==> src/rtl/keypad_pkg.sv <==
// keypad_pkg
// Shared constants for the keypad scanner and its downstream key register:
// the NO_KEY code, the scanner state encoding and the row drive patterns.
package keypad_pkg;

    localparam logic [4:0] NO_KEY = 5'b10000;

    typedef enum logic [1:0] {
        ST_SCAN     = 2'd0,
        ST_DEBOUNCE = 2'd1,
        ST_EMIT     = 2'd2,
        ST_HOLD     = 2'd3
    } state_t;

    // Active-low one-cold row drive: index 0 -> 4'b1110 ... index 3 -> 4'b0111.
    function automatic logic [3:0] row_drive(input logic [1:0] idx);
        return ~(4'b0001 << idx);
    endfunction

endpackage

==> src/rtl/keypad_debounce.sv <==
// keypad_debounce
// Saturating stable-cycle counter. Counts rising edges on which match is
// high; clear or a missed match returns the count to zero. done is high
// once CYCLES consecutive matches have been seen and stays high while
// match holds.
//   Clock  in   system clock
//   Reset  in   synchronous active-high reset
//   clear  in   force count to zero
//   match  in   current cycle is stable
//   done   out  count has reached CYCLES
module keypad_debounce #(
    parameter int unsigned CYCLES = 8
) (
    input  logic Clock,
    input  logic Reset,
    input  logic clear,
    input  logic match,
    output logic done
);

    localparam int unsigned CNT_W = $clog2(CYCLES + 1);

    logic [CNT_W-1:0] count;

    assign done = (count == CNT_W'(CYCLES));

    always_ff @(posedge Clock) begin
        if (Reset || clear || !match) begin
            count <= '0;
        end else if (!done) begin
            count <= count + 1'b1;
        end
    end

endmodule

==> src/rtl/keypad_scanner.sv <==
// keypad_scanner
// 4x4 matrix keypad scanner: walks an active-low row drive, debounces a
// press, reports it once as a registered one-cycle strobe, then waits for
// a debounced release before scanning again.
//   Clock      in   system clock
//   Reset      in   synchronous active-high reset
//   Row[3:0]   out  row drive, active-low, one bit low
//   Col[3:0]   in   column sense, active-low, pre-synchronised
//   Key_code   out  {invalid, code[3:0]}, NO_KEY unless reporting
//   Key_valid  out  one-cycle report strobe
//
// state       | meaning
// ST_SCAN     | walk rows, wait for any low column
// ST_DEBOUNCE | row frozen, column pattern must stay stable
// ST_EMIT     | one cycle, Key_valid/Key_code presented
// ST_HOLD     | row frozen, wait for a stable all-high release
module keypad_scanner
    import keypad_pkg::*;
#(
    parameter int unsigned SCAN_DIV        = 4,
    parameter int unsigned DEBOUNCE_CYCLES = 8
) (
    input  logic       Clock,
    input  logic       Reset,
    output logic [3:0] Row,
    input  logic [3:0] Col,
    output logic [4:0] Key_code,
    output logic       Key_valid
);

    localparam int unsigned DIV_W = $clog2(SCAN_DIV);

    state_t           state, state_next;
    logic [1:0]       row_idx;
    logic [DIV_W-1:0] div_cnt;
    logic [3:0]       col_latch;
    logic [1:0]       col_idx;
    logic             col_active;
    logic             db_clear, db_match, db_done;

    assign col_active = (Col != 4'b1111);
    assign Row        = row_drive(row_idx);

    keypad_debounce #(
        .CYCLES(DEBOUNCE_CYCLES)
    ) u_debounce (
        .Clock(Clock),
        .Reset(Reset),
        .clear(db_clear),
        .match(db_match),
        .done (db_done)
    );

    // Multi-key press on one row resolves to the lowest column.
    always_comb begin
        col_idx = 2'd3;
        if (!col_latch[0])      col_idx = 2'd0;
        else if (!col_latch[1]) col_idx = 2'd1;
        else if (!col_latch[2]) col_idx = 2'd2;
    end

    always_comb begin
        state_next = state;
        db_clear   = 1'b0;
        db_match   = 1'b0;
        case (state)
            ST_SCAN: begin
                db_clear = 1'b1;
                if (col_active) state_next = ST_DEBOUNCE;
            end
            ST_DEBOUNCE: begin
                db_match = (Col == col_latch);
                if (!db_match)   state_next = ST_SCAN;
                else if (db_done) state_next = ST_EMIT;
            end
            ST_EMIT: begin
                db_clear   = 1'b1;
                state_next = ST_HOLD;
            end
            ST_HOLD: begin
                db_match = !col_active;
                if (db_done) state_next = ST_SCAN;
            end
            default: state_next = ST_SCAN;
        endcase
    end

    always_ff @(posedge Clock) begin
        if (Reset) begin
            state     <= ST_SCAN;
            row_idx   <= 2'd0;
            div_cnt   <= '0;
            col_latch <= 4'b1111;
            Key_valid <= 1'b0;
            Key_code  <= NO_KEY;
        end else begin
            state     <= state_next;
            Key_valid <= (state_next == ST_EMIT);
            Key_code  <= (state_next == ST_EMIT) ? {1'b0, row_idx, col_idx} : NO_KEY;

            if (state == ST_SCAN && state_next == ST_DEBOUNCE) begin
                col_latch <= Col;
            end

            // Divider only runs while scanning; any frozen period restarts
            // the dwell on the row scanning resumes at.
            if (state == ST_SCAN && state_next == ST_SCAN) begin
                if (div_cnt == DIV_W'(SCAN_DIV - 1)) begin
                    div_cnt <= '0;
                    row_idx <= row_idx + 2'd1;
                end else begin
                    div_cnt <= div_cnt + 1'b1;
                end
            end else begin
                div_cnt <= '0;
            end

            if (state == ST_HOLD && state_next == ST_SCAN) begin
                row_idx <= row_idx + 2'd1;
            end
        end
    end

endmodule

==> config.mk <==
export PLATFORM = sky130hd
export DESIGN_NAME = keypad_scanner
export DESIGN_NICKNAME = d
export VERILOG_FILES = /design/src/rtl/keypad_pkg.sv /design/src/rtl/keypad_debounce.sv /design/src/rtl/keypad_scanner.sv
export SDC_FILE = /design/constraint.sdc
export NUM_CORES = 1
export LEC_CHECK = 0
export CORE_MARGIN = 1
export CORE_UTILIZATION = 54
export DETAILED_ROUTE_END_ITERATION = 10
export PLACE_DENSITY = 0.77
export SYNTH_ARGS = -nofsm -noshare
export SYNTH_HDL_FRONTEND = slang
export SYNTH_SLANG_ARGS = --single-unit
==> constraint.sdc <==
create_clock -name Clock -period 3.42 [get_ports Clock]
set_input_delay 0.684 -clock Clock [delete_from_list [all_inputs] [get_ports Clock]]
set_output_delay 0.684 -clock Clock [all_outputs]
set_load 0.01 [all_outputs]
# --- After elaboration in Yosys (flattened, before gate mapping) ---
# Cells that the tools add are included.
totals:
  register_bits: 20
  input_bits: 6
  elab_cells: 59
op_classes:
  addsub: 3
  n_eq_ne: 9
  n_shift: 1
  n_mux: 14
  bitwise: 5
  n_reduce_logical: 17
op_table:
  columns: ["cell", "n"]
  rows:
  - ["two-way mux 2 bit", 9]
  - ["== test 2 bit (second input constant)", 4]
  - ["case mux 2 bit (4 select lines)", 1]
  - ["OR reduction 3 bit", 2]
  - ["two-way mux 5 bit", 1]
  - ["adder 2 x 1 -> 2 bit (second input constant)", 2]
  - ["adder 4 x 1 -> 4 bit (second input constant)", 1]
  - ["== test 2 x 1 -> 1 bit (second input constant)", 2]
  - ["== test 4 bit", 1]
  - ["== test 4 bit (second input constant)", 1]
  - ["zero test 2 bit", 2]
  - ["inequality test 4 bit (second input constant)", 1]
  - ["inverter 1 bit", 4]
  - ["inverter 4 bit", 1]
  - ["nonzero test 2 bit", 2]
  - ["OR reduction 2 bit", 2]
  - ["OR reduction 4 bit", 1]
  - ["<< shifter 1 x 2 -> 4 bit (first input constant)", 1]
  - ["logical AND 1 bit", 3]
  - ["zero test 1 bit", 2]
  - ["logical OR 1 bit", 2]
  - ["two-way mux 1 bit", 2]
  - ["case mux 1 bit (2 select lines)", 1]
  - ["AND reduction 2 bit", 1]

# --- Logic depth before layout (Yosys ltp) ---
# Gate-level depths: netlist of the first run.
depth:
  ltp_word: 8
  mapped_depth: 7

# --- By module ---
# From an unflattened synthesis of the first run, not the netlist that was laid out.
unflattened:
  hier_cells: 97
  area_unflattened_um2: 938.4
modules_own_cells:
  columns: ["module", "n_inst", "cells_each", "area_each_um2", "seq_area_each_um2"]
  rows:
  - ["keypad_scanner", 1, 76, 724.4, 320.3]
  - ["keypad_debounce", 1, 21, 214.0, 80.1]

# --- Worst setup path after synthesis of the first run ---
# No wires, ideal clock.
synth_path:
  path_kind: "input to register"
  start: "input port Reset"
  end: "register Key_code[1]"
  setup_time_ns: 0.116
  t_arrival_ns: 1.465
  required_time_ns: 3.304
  path_slack_ns: 1.840
  stages: 6
  path_buffers: 2
  path_cell_list: "buf_2 -> nand2b_4 -> nor4_1 -> and3_1 -> buf_2 -> and3_1"
synth_via:
  elab_chain_cells: 1
synth_lines:
  columns: ["element", "line_no", "rtl"]
  rows:
  - ["start: declaration", "keypad_scanner.sv:24", "input logic Reset,"]
  - ["OR reduction 4 bit (no line)", null, null]
  - ["end signal: assignment", "keypad_scanner.sv:99", "Key_code <= (state_next == ST_EMIT) ? {1'b0, row_idx, col_idx} : NO_KEY;"]
  - ["end: declaration", "keypad_scanner.sv:27", "output logic [4:0] Key_code,"]
# Every way passes these cells.
# A chain may end at the register's enable or synchronous reset.

# --- Worst setup path in the final report of the first run ---
layout_path:
  start: "register row_idx[0]"
  end: "output port Row[2]"
layout_via:
  elab_chain_cells: 2
layout_lines:
  columns: ["element", "line_no", "rtl"]
  rows:
  - ["start: declaration", "keypad_scanner.sv:34", "logic [1:0] row_idx;"]
  - ["start signal: assignment", "keypad_scanner.sv:110", "row_idx <= row_idx + 2'd1;"]
  - ["start signal: assignment", "keypad_scanner.sv:119", "row_idx <= row_idx + 2'd1;"]
  - ["<< shifter 1 x 2 -> 4 bit", "keypad_pkg.sv:17", "return ~(4'b0001 << idx);"]
  - ["inverter 4 bit", "keypad_pkg.sv:17", null]
  - ["end: declaration", "keypad_scanner.sv:25", "output logic [3:0] Row,"]
# Every way passes these cells.

==> results of run 1 <==
## layout by cell type, fill, tap and decap left out, types with 2 or more instances in the layout
cell,n
clkdlybuf4s50_1,15
nor3_1,4
nand2_1,8
mux2i_1,3
dfxtp_1,20
nor2_1,7
nand3b_1,5
nand3_1,5
nor4_1,2
nand2b_1,2
clkbuf_4,3
and3_1,4
xor2_1,5
ha_1,7
and2_1,2
xnor2_1,2
inv_1,10
## critical path, stage by stage (launching register included)
cell	delay (ns)
dfxtp_1	0.39
inv_1	0.10
ha_1	0.20
inv_1	0.05
clkdlybuf4s50_1	0.53
## logic make-up (layout without fill, tap and decap cells)
family	Yosys count	in the layout	synth area share (%)
AOI/OAI and AO/OA	5	5	4.14
xor gates and xnor gates	7	7	6.55
adders and majority gates	7	7	9.36
buffers and inverters	13	29	5.61
DFF	20	20	42.8
muxes	4	4	4.41
and+or+nand+nor	44	44	27.1
## power by group through the flow
stage / sequential, uW / clock [uW] / combinational [uW]
after CTS: 246 / 135 / 42.2
after global placement: 252 / 0 / 41.3
after floorplan: 250 / 0 / 29.6
final: 246 / 135 / 42.7
after detailed placement: 252 / 0 / 41.8
after global routing: 247 / 148 / 47.7
## synthesized netlist by cell type
cell type	count	area, um^2
and3_1	4	25.0
a211oi_1	1	7.51
and2_1	2	12.5
nor2_1	7	26.3
inv_1	10	37.5
nor3_1	4	20.0
and4b_1	1	10.0
mux2_2	1	11.3
nor4_2	1	12.5
nand2b_1	2	12.5
dfxtp_1	20	400
a21o_1	1	7.51
a21oi_1	1	5.00
ha_1	7	87.6
nand3b_1	5	37.5
buf_2	3	15.0
and4_2	1	10.0
nor4_1	2	12.5
xnor2_1	2	17.5
nand2_1	8	30.0
nand3_1	5	25.0
nand2b_4	1	13.8
nand4_1	1	6.26
mux2i_1	3	30.0
xor2_1	5	43.8
a32oi_1	1	8.76
o31a_2	1	10.0
## metrics by stage
| step | cell area, um^2 | setup WS, ns | std cells | util [%] | power, uW |
|---|---|---|---|---|---|
| after floorplan | 936 | 1.84 | 100 | - | 279 |
| after CTS | 1130 | 1.17 | 132 | 72.3 | 423 |
| after detailed placement | 1090 | 1.19 | 128 | 70.0 | 293 |
| after global placement | 1090 | 1.25 | 128 | 70.0 | 293 |
| final | 1130 | 1.18 | 132 | 72.3 | 424 |
| after global routing | 1130 | 1.09 | 132 | 72.3 | 443 |
## metal layers
metal | share of wire (%) | vias to the layer above | GRT usage (%)
li1 | - | 373 | -
met1 | 48 | 319 | 26.0
met2 | 47 | 15 | 31.0
met3 | 3.8 | 2 | 3.75
met4 | 0.82 | 0 | 8.13
met5 | 0 | - | 0
## layout make-up
| type | count | area (um^2) | area share, % |
|---|---|---|---|
| multi-input combinational | 67 | 483 | 42.8 |
| sequential | 20 | 400 | 35.5 |
| timing repair buffer | 15 | 150 | 13.3 |
| inverter | 10 | 37.5 | 3.33 |
| clock buffer | 4 | 36.3 | 3.22 |
| tap | 16 | 20.0 | 1.78 |
## sequential cells by signal, summed over array words and instances (netlist names)
| signal | flops |
|---|---|
| Key_code | 5 |
| col_latch | 4 |
| u_debounce.count | 4 |
| div_cnt | 2 |
| row_idx | 2 |
| state | 2 |
| Key_valid | 1 |
## how the worst max path moves through the flow
stage / cells after the start / startpoint / slack (ns) / to
floorplan: 6 / Reset / 1.84 / Key_code[1]
global placement: 5 / Col[3] / 1.25 / row_idx[1]
detailed placement: 5 / Col[3] / 1.19 / u_debounce.count[0]
CTS: 4 / row_idx[0] / 1.17 / Row[2]
global route: 4 / row_idx[0] / 1.09 / Row[2]
finish: 4 / row_idx[0] / 1.18 / Row[2]
==> metrics.json, run 1 <==
{
  "route": {
    "drt_wl_total_mm": 1.59,
    "num_vias": 709,
    "post_route_drc_violation_count": 1,
    "first_iter_violations": 17,
    "routedWlPerCell_um": 12.0,
    "drt_pass1_iterations": 7,
    "antenna_left": 0,
    "via_per_inst": 5.37
  },
  "sta": {
    "slew_headroom_pct": 71.3,
    "period_minus_slack_ns": 2.24,
    "tightest_slew_ns": 0.430,
    "timing_max_transition_violations_final": 0,
    "achievable-frequency_mhz": 447,
    "grt_setup_unrepaired": "false",
    "timing.final.setup_violations": 0,
    "final_hold_viol_count": 0,
    "fin_skew_ns": 0.00747,
    "totalNegativeSetupSlack_ns": 0,
    "fin_crit_sh_pct": 65.5,
    "whs_ns": 0.425
  },
  "min_path": {
    "min_delay_path_depth": 1,
    "hold_path_startpoint": "div_cnt[0]",
    "hp-class": "reg -> reg",
    "worstHoldEndpoint": "div_cnt[0]"
  },
  "cts": {
    "insertion_delay_ns": 0.30,
    "cts_tree": "yes",
    "ctsLongestPathBuffers": 2,
    "clock_tree.root_cell": "clkbuf_4",
    "cts_htree_levels": 1,
    "cts.hold.buffers_added": 0,
    "cts_buffers": 3,
    "post_cts_resized": 0,
    "cts_sinks": 20,
    "post_cts_buffers": 0,
    "clkSlewWorstSetupHoldPaths_ns": 0.11
  },
  "cells_and_area": {
    "area_growth_synth_to_finish_pct": 20.5,
    "nNetsFinal": 130,
    "post_route_cells_drive_above_1_share_pct": 7.76,
    "fillCellCount": 135,
    "antenna_cells_inserted": 0
  },
  "synth": {
    "postSynthCellCount": 100,
    "synth_sequential_area_ratio_pct": 42.8,
    "mappedNetlistNets": 113,
    "post_synth_instance_area_um2": 936,
    "synthesis_warnings": 0,
    "post_synth.cell_area_avg_um2": 9.36,
    "synth_cell_type_count": 27,
    "synth.ff_latch_count": 20
  },
  "floorplanning": {
    "io_pins": 16,
    "die-area_um2": 1900,
    "y_dimension_of_the_die_um": 43.6,
    "initial_core_util_pct": 60.0,
    "placement_rows": 14,
    "die_w_um": 43.6,
    "core_area_um2": 1560
  },
  "pwr": {
    "power.density_cell_area_nw_per_um2": 376,
    "leakagePower_uw": 0.000466,
    "power.share.switching_pct": 23.7,
    "combinational_power_share_pct": 10.1,
    "net_switching_power_uw": 100,
    "p_clk_share_pct": 31.9,
    "max-vdd-ir-drop_v": 0.000204,
    "seqPwrFrac_pct": 58.0,
    "cell_internal_power_uw": 324
  },
  "worst_setup_path": {
    "crit_path_max_fanout": 4,
    "endpoint_kind": "primary output",
    "worst-r2r-setup-slack_ns": 1.86,
    "cp.required_ns": 2.74,
    "worst_r2r_endpoint": "row_idx[1]",
    "criticalPathCategory": "reg -> out",
    "timing.critical_path.from_type": "register",
    "ff2ff_path_depth": 6,
    "critPathArrivalTime_ns": 1.55,
    "r2r_start": "u_debounce.count[0]"
  },
  "global_routing": {
    "grt_start_max_net_pins": 12,
    "first_pass_grt_wire_length_mm": 2.77,
    "global_route.overflow_total": 0,
    "groute.usage.overall_pct": 19.6,
    "number_of_global_route_vias_before_repair": 683,
    "antenna_violations_before_repair": 0
  },
  "run_status": {
    "failed_checks": "design-rule violations",
    "outcome": "finished, violations left"
  },
  "run": {
    "cap_violations": 0
  },
  "place": {
    "post_detail_place_hpwl_mm": 1.21,
    "placement.io_buffers": 15,
    "gp_congestion": 0.759
  }
}
No activity file was read; power rests on OpenSTA's default activity.
==> run 2, diff against run 1 <==
--- a/config.mk
+++ b/config.mk
@@ -6,9 +6,9 @@
 export NUM_CORES = 1
 export LEC_CHECK = 0
 export CORE_MARGIN = 1
-export CORE_UTILIZATION = 54
+export CORE_UTILIZATION = 45
 export DETAILED_ROUTE_END_ITERATION = 10
-export PLACE_DENSITY = 0.77
+export PLACE_DENSITY = 0.68
 export SYNTH_ARGS = -nofsm -noshare
 export SYNTH_HDL_FRONTEND = slang
 export SYNTH_SLANG_ARGS = --single-unit
==> constraint.sdc (replaced) <==
create_clock -name Clock -period 1.9 [get_ports Clock]
set_input_delay 0.38 -clock Clock [delete_from_list [all_inputs] [get_ports Clock]]
set_output_delay 0.38 -clock Clock [all_outputs]
set_load 0.01 [all_outputs]
==> run 2 against run 1 <==
Clock skew fell by 0.0032 ns. Hold slack improved by 0.013 ns. Critical path depth fell by 1. Sequential power rose by 80%. First-iteration DRC count fell by 29%. The flow now finishes without violations. Sequential share of layout area fell by 1.3 points. Combinational power rose by 90%. Global-route usage fell by 2.5 points. Largest cell class unchanged. Total power rose by 100%.
==> metrics.json, run 2 (synthesis results as in run 1) <==
{
  "sta": {
    "tightest_slew": {"value": 0.460, "unit": "ns", "change": "+0.0308 ns"},
    "fin_skew": {"value": 0.00425, "unit": "ns", "change": "-0.00322 ns"},
    "totalNegativeSetupSlack": {"value": 0, "unit": "ns", "change": "unchanged"},
    "timing.final.setup_violations": {"value": 0, "change": "unchanged"},
    "slew_headroom": {"value": 69.2, "unit": "%", "change": "-2.1 points"},
    "fin_crit_sh_pct": 94.8,
    "achievable-frequency_mhz": 555,
    "final_hold_viol_count": {"value": 0, "change": "unchanged"},
    "timing_max_transition_violations_final": {"value": 0, "change": "unchanged"},
    "whs": {"value": 0.438, "unit": "ns", "change": "+0.0131 ns"},
    "period_minus_slack_ns": 1.80,
    "grt_setup_unrepaired": "false"
  },
  "cts": {
    "clkSlewWorstSetupHoldPaths": {"value": 0.12, "unit": "ns", "change": "about the same"},
    "cts_sinks": {"value": 20, "change": "unchanged"},
    "clock_tree.root_cell": "clkbuf_4",
    "ctsLongestPathBuffers": {"value": 2, "change": "unchanged"},
    "cts.hold.buffers_added": {"value": 0, "change": "unchanged"},
    "cts_htree_levels": {"value": 1, "change": "unchanged"},
    "insertion_delay": {"value": 0.30, "unit": "ns", "change": "about the same"},
    "cts_buffers": {"value": 3, "change": "unchanged"},
    "cts_tree": "yes"
  },
  "pwr": {
    "power.density_cell_area": {"value": 733, "unit": "nW/um^2", "change": "+95%"},
    "max-vdd-ir-drop": {"value": 0.000480, "unit": "V", "change": "+130%"},
    "leakagePower": {"value": 0.000492, "unit": "uW", "change": "+5.6%"}
  },
  "floorplanning": {
    "y_dimension_of_the_die": {"value": 47.6, "unit": "um", "change": "+9.1%"},
    "core_area": {"value": 1960, "unit": "um^2", "change": "+26%"},
    "io_pins": {"value": 16, "change": "unchanged"},
    "placement_rows": {"value": 16, "change": "+2"},
    "die-area": {"value": 2270, "unit": "um^2", "change": "+19%"},
    "initial_core_util": {"value": 47.7, "unit": "%", "change": "-12 points"},
    "die_w": {"value": 47.6, "unit": "um", "change": "+9.1%"}
  },
  "cells_and_area": {
    "antenna_cells_inserted": {"value": 0, "change": "unchanged"},
    "share_of_the_core_filled_with_cells_in_the_final_layout": {"value": 60.4, "unit": "%", "change": "-12 points"},
    "final_cell_mix": "dfxtp_1 (18), clkdlybuf4s50_1 (12), inv_1 (10)",
    "post_route_cells_drive_above_1_share": {"value": 11.8, "unit": "%", "change": "+4.0 points"},
    "largestRegisters": "Key_code (5), col_latch (4), u_debounce.count (4)",
    "fillCellCount": {"value": 180, "change": "+33%"},
    "largest_register_ff_count": {"value": 5, "change": "unchanged"},
    "final_common_cell": "dfxtp_1",
    "area_growth_synth_to_finish_pct": 26.6,
    "stdcell_area": {"value": 1180, "unit": "um^2", "change": "+5.1%"},
    "registers.top_by_ff_count": "Key_code",
    "nNetsFinal": {"value": 133, "change": "+2.3%"}
  },
  "global_routing": {
    "number_of_global_route_vias_before_repair": {"value": 635, "change": "-7.0%"},
    "antenna_violations_before_repair": {"value": 0, "change": "unchanged"},
    "first_pass_grt_wire_length": {"value": 2.67, "unit": "mm", "change": "-3.7%"},
    "global_route.overflow_total": {"value": 0, "change": "unchanged"},
    "groute.usage.overall": {"value": 17.1, "unit": "%", "change": "-2.5 points"},
    "grt_start_max_net_pins": {"value": 13, "change": "+1"}
  },
  "worst_setup_path": {
    "critical_path.slowest_cell": "clkdlybuf4s50_1",
    "critPathArrivalTime": {"value": 1.42, "unit": "ns", "change": "-0.13 ns"},
    "endpoint_kind": "primary output",
    "slowest_delay": {"value": 0.53, "unit": "ns", "change": "about the same"},
    "criticalPathCategory": "reg -> out",
    "cp.required": {"value": 1.52, "unit": "ns", "change": "-1.22 ns"},
    "critical_path.cell_chain": "ha_1 -> inv_1 -> clkdlybuf4s50_1",
    "timing.critical_path.from_type": "register",
    "crit_path_max_fanout": {"value": 5, "change": "+1"}
  },
  "route": {
    "antenna_left": {"value": 0, "change": "unchanged"},
    "drt_wl_total": {"value": 1.65, "unit": "mm", "change": "+4.2%"},
    "first_iter_violations": {"value": 12, "change": "-5"},
    "drt_pass1_iterations": {"value": 4, "change": "-3"},
    "num_vias": {"value": 725, "change": "+2.3%"},
    "via_per_inst": {"value": 4.97, "change": "-7.5%"},
    "routedWlPerCell": {"value": 11.3, "unit": "um", "change": "-5.8%"},
    "post_route_drc_violation_count": {"value": 0, "change": "-1"}
  },
  "place": {
    "post_detail_place_hpwl": {"value": 1.26, "unit": "mm", "change": "+3.9%"},
    "gp_congestion": {"value": 0.846, "change": "+11%"},
    "placement.io_buffers": {"value": 15, "change": "unchanged"},
    "placed_area": {"value": 1130, "unit": "um^2", "change": "+3.3%"}
  },
  "run_status": {
    "outcome": "finished clean"
  },
  "min_path": {
    "hp-class": "reg -> reg"
  },
  "run": {
    "cap_violations": {"value": 0, "change": "unchanged"}
  }
}
## run 2: changes by cell type in the layout (fill, tap and decap cells not counted), moves of 2 or more
cell             before  now
buf_4                 0    3
clkdlybuf4s50_1      15   12
dfxtp_1              20   18
dlygate4sd2_1         0    2
## run 2: metrics by stage
step,worst slack [ns],instances,total power [uW]
finish,0.0981,146,869
global placement,0.0481,142,533
detailed placement,0.0314,142,533
floorplan,0.482,100,503
global route,0.0432,146,903
CTS,0.00489,146,879
## run 2: worst max-delay path, delay by kind of cell (launching register included)
kind | cells | cell delay (ns)
flops | 1 | 0.38
fa+ha+maj | 1 | 0.17
buf+inv | 2 | 0.58
## run 2: what timing repair did
| action | 4_1_cts | 5_1_grt |
|---|---|---|
| setup buffers | 0 | 0 |
| resized for setup | 4 | 2 |
| setup endpoints to repair | 3 | 1 |
## run 2: final timing paths
| kind | start | to | slack, ns | cells after the start |
|---|---|---|---|---|
| worst max register to register | u_debounce.count[0] | row_idx[1] | 0.35 | 6 |
| worst max-delay path | row_idx[1] | Row[3] | 0.1 | 3 |
| worst min register to register | div_cnt[0] | div_cnt[0] | 0.44 | 1 |
| worst min-delay path | div_cnt[0] | div_cnt[0] | 0.44 | 1 |
## run 2: final cells by class
cell class,count,area (um^2),area share [%]
clock buffers,3,22.5,1.90
inverters,10,37.5,3.17
repair buffers,18,173,14.6
multi-input cells,67,483,40.8
clock inverters,1,30.0,2.53
flip-flops and latches,20,405,34.2
well taps,27,33.8,2.85
## run 2: where the power goes
| part | internal (uW) | switching (uW) |
|---|---|---|
| registers | 429 | 12.5 |
| logic | 39.1 | 42.3 |
| clock network | 213 | 133 |
## run 2: metal layers
metal  GRT usage [%]  vias to the layer above  part of all wire (%)
met5               0                        -                     0
li1                -                      373                     -
met3            3.40                        4                   4.4
met1            21.5                      327                    47
met2            27.9                       21                    47
met4            8.33                        0                   1.4
==> run 3, diff against run 2 <==
--- a/config.mk
+++ b/config.mk
@@ -5,9 +5,11 @@
 export SDC_FILE = /design/constraint.sdc
 export NUM_CORES = 1
 export LEC_CHECK = 0
+export CAP_MARGIN = 20
 export CORE_MARGIN = 1
 export CORE_UTILIZATION = 45
 export DETAILED_ROUTE_END_ITERATION = 10
+export GPL_TIMING_DRIVEN = 1
 export PLACE_DENSITY = 0.68
 export SYNTH_ARGS = -nofsm -noshare
 export SYNTH_HDL_FRONTEND = slang
==> results of run 3 <==
The final DEF is identical to that of run 2; final timing and power are the same.
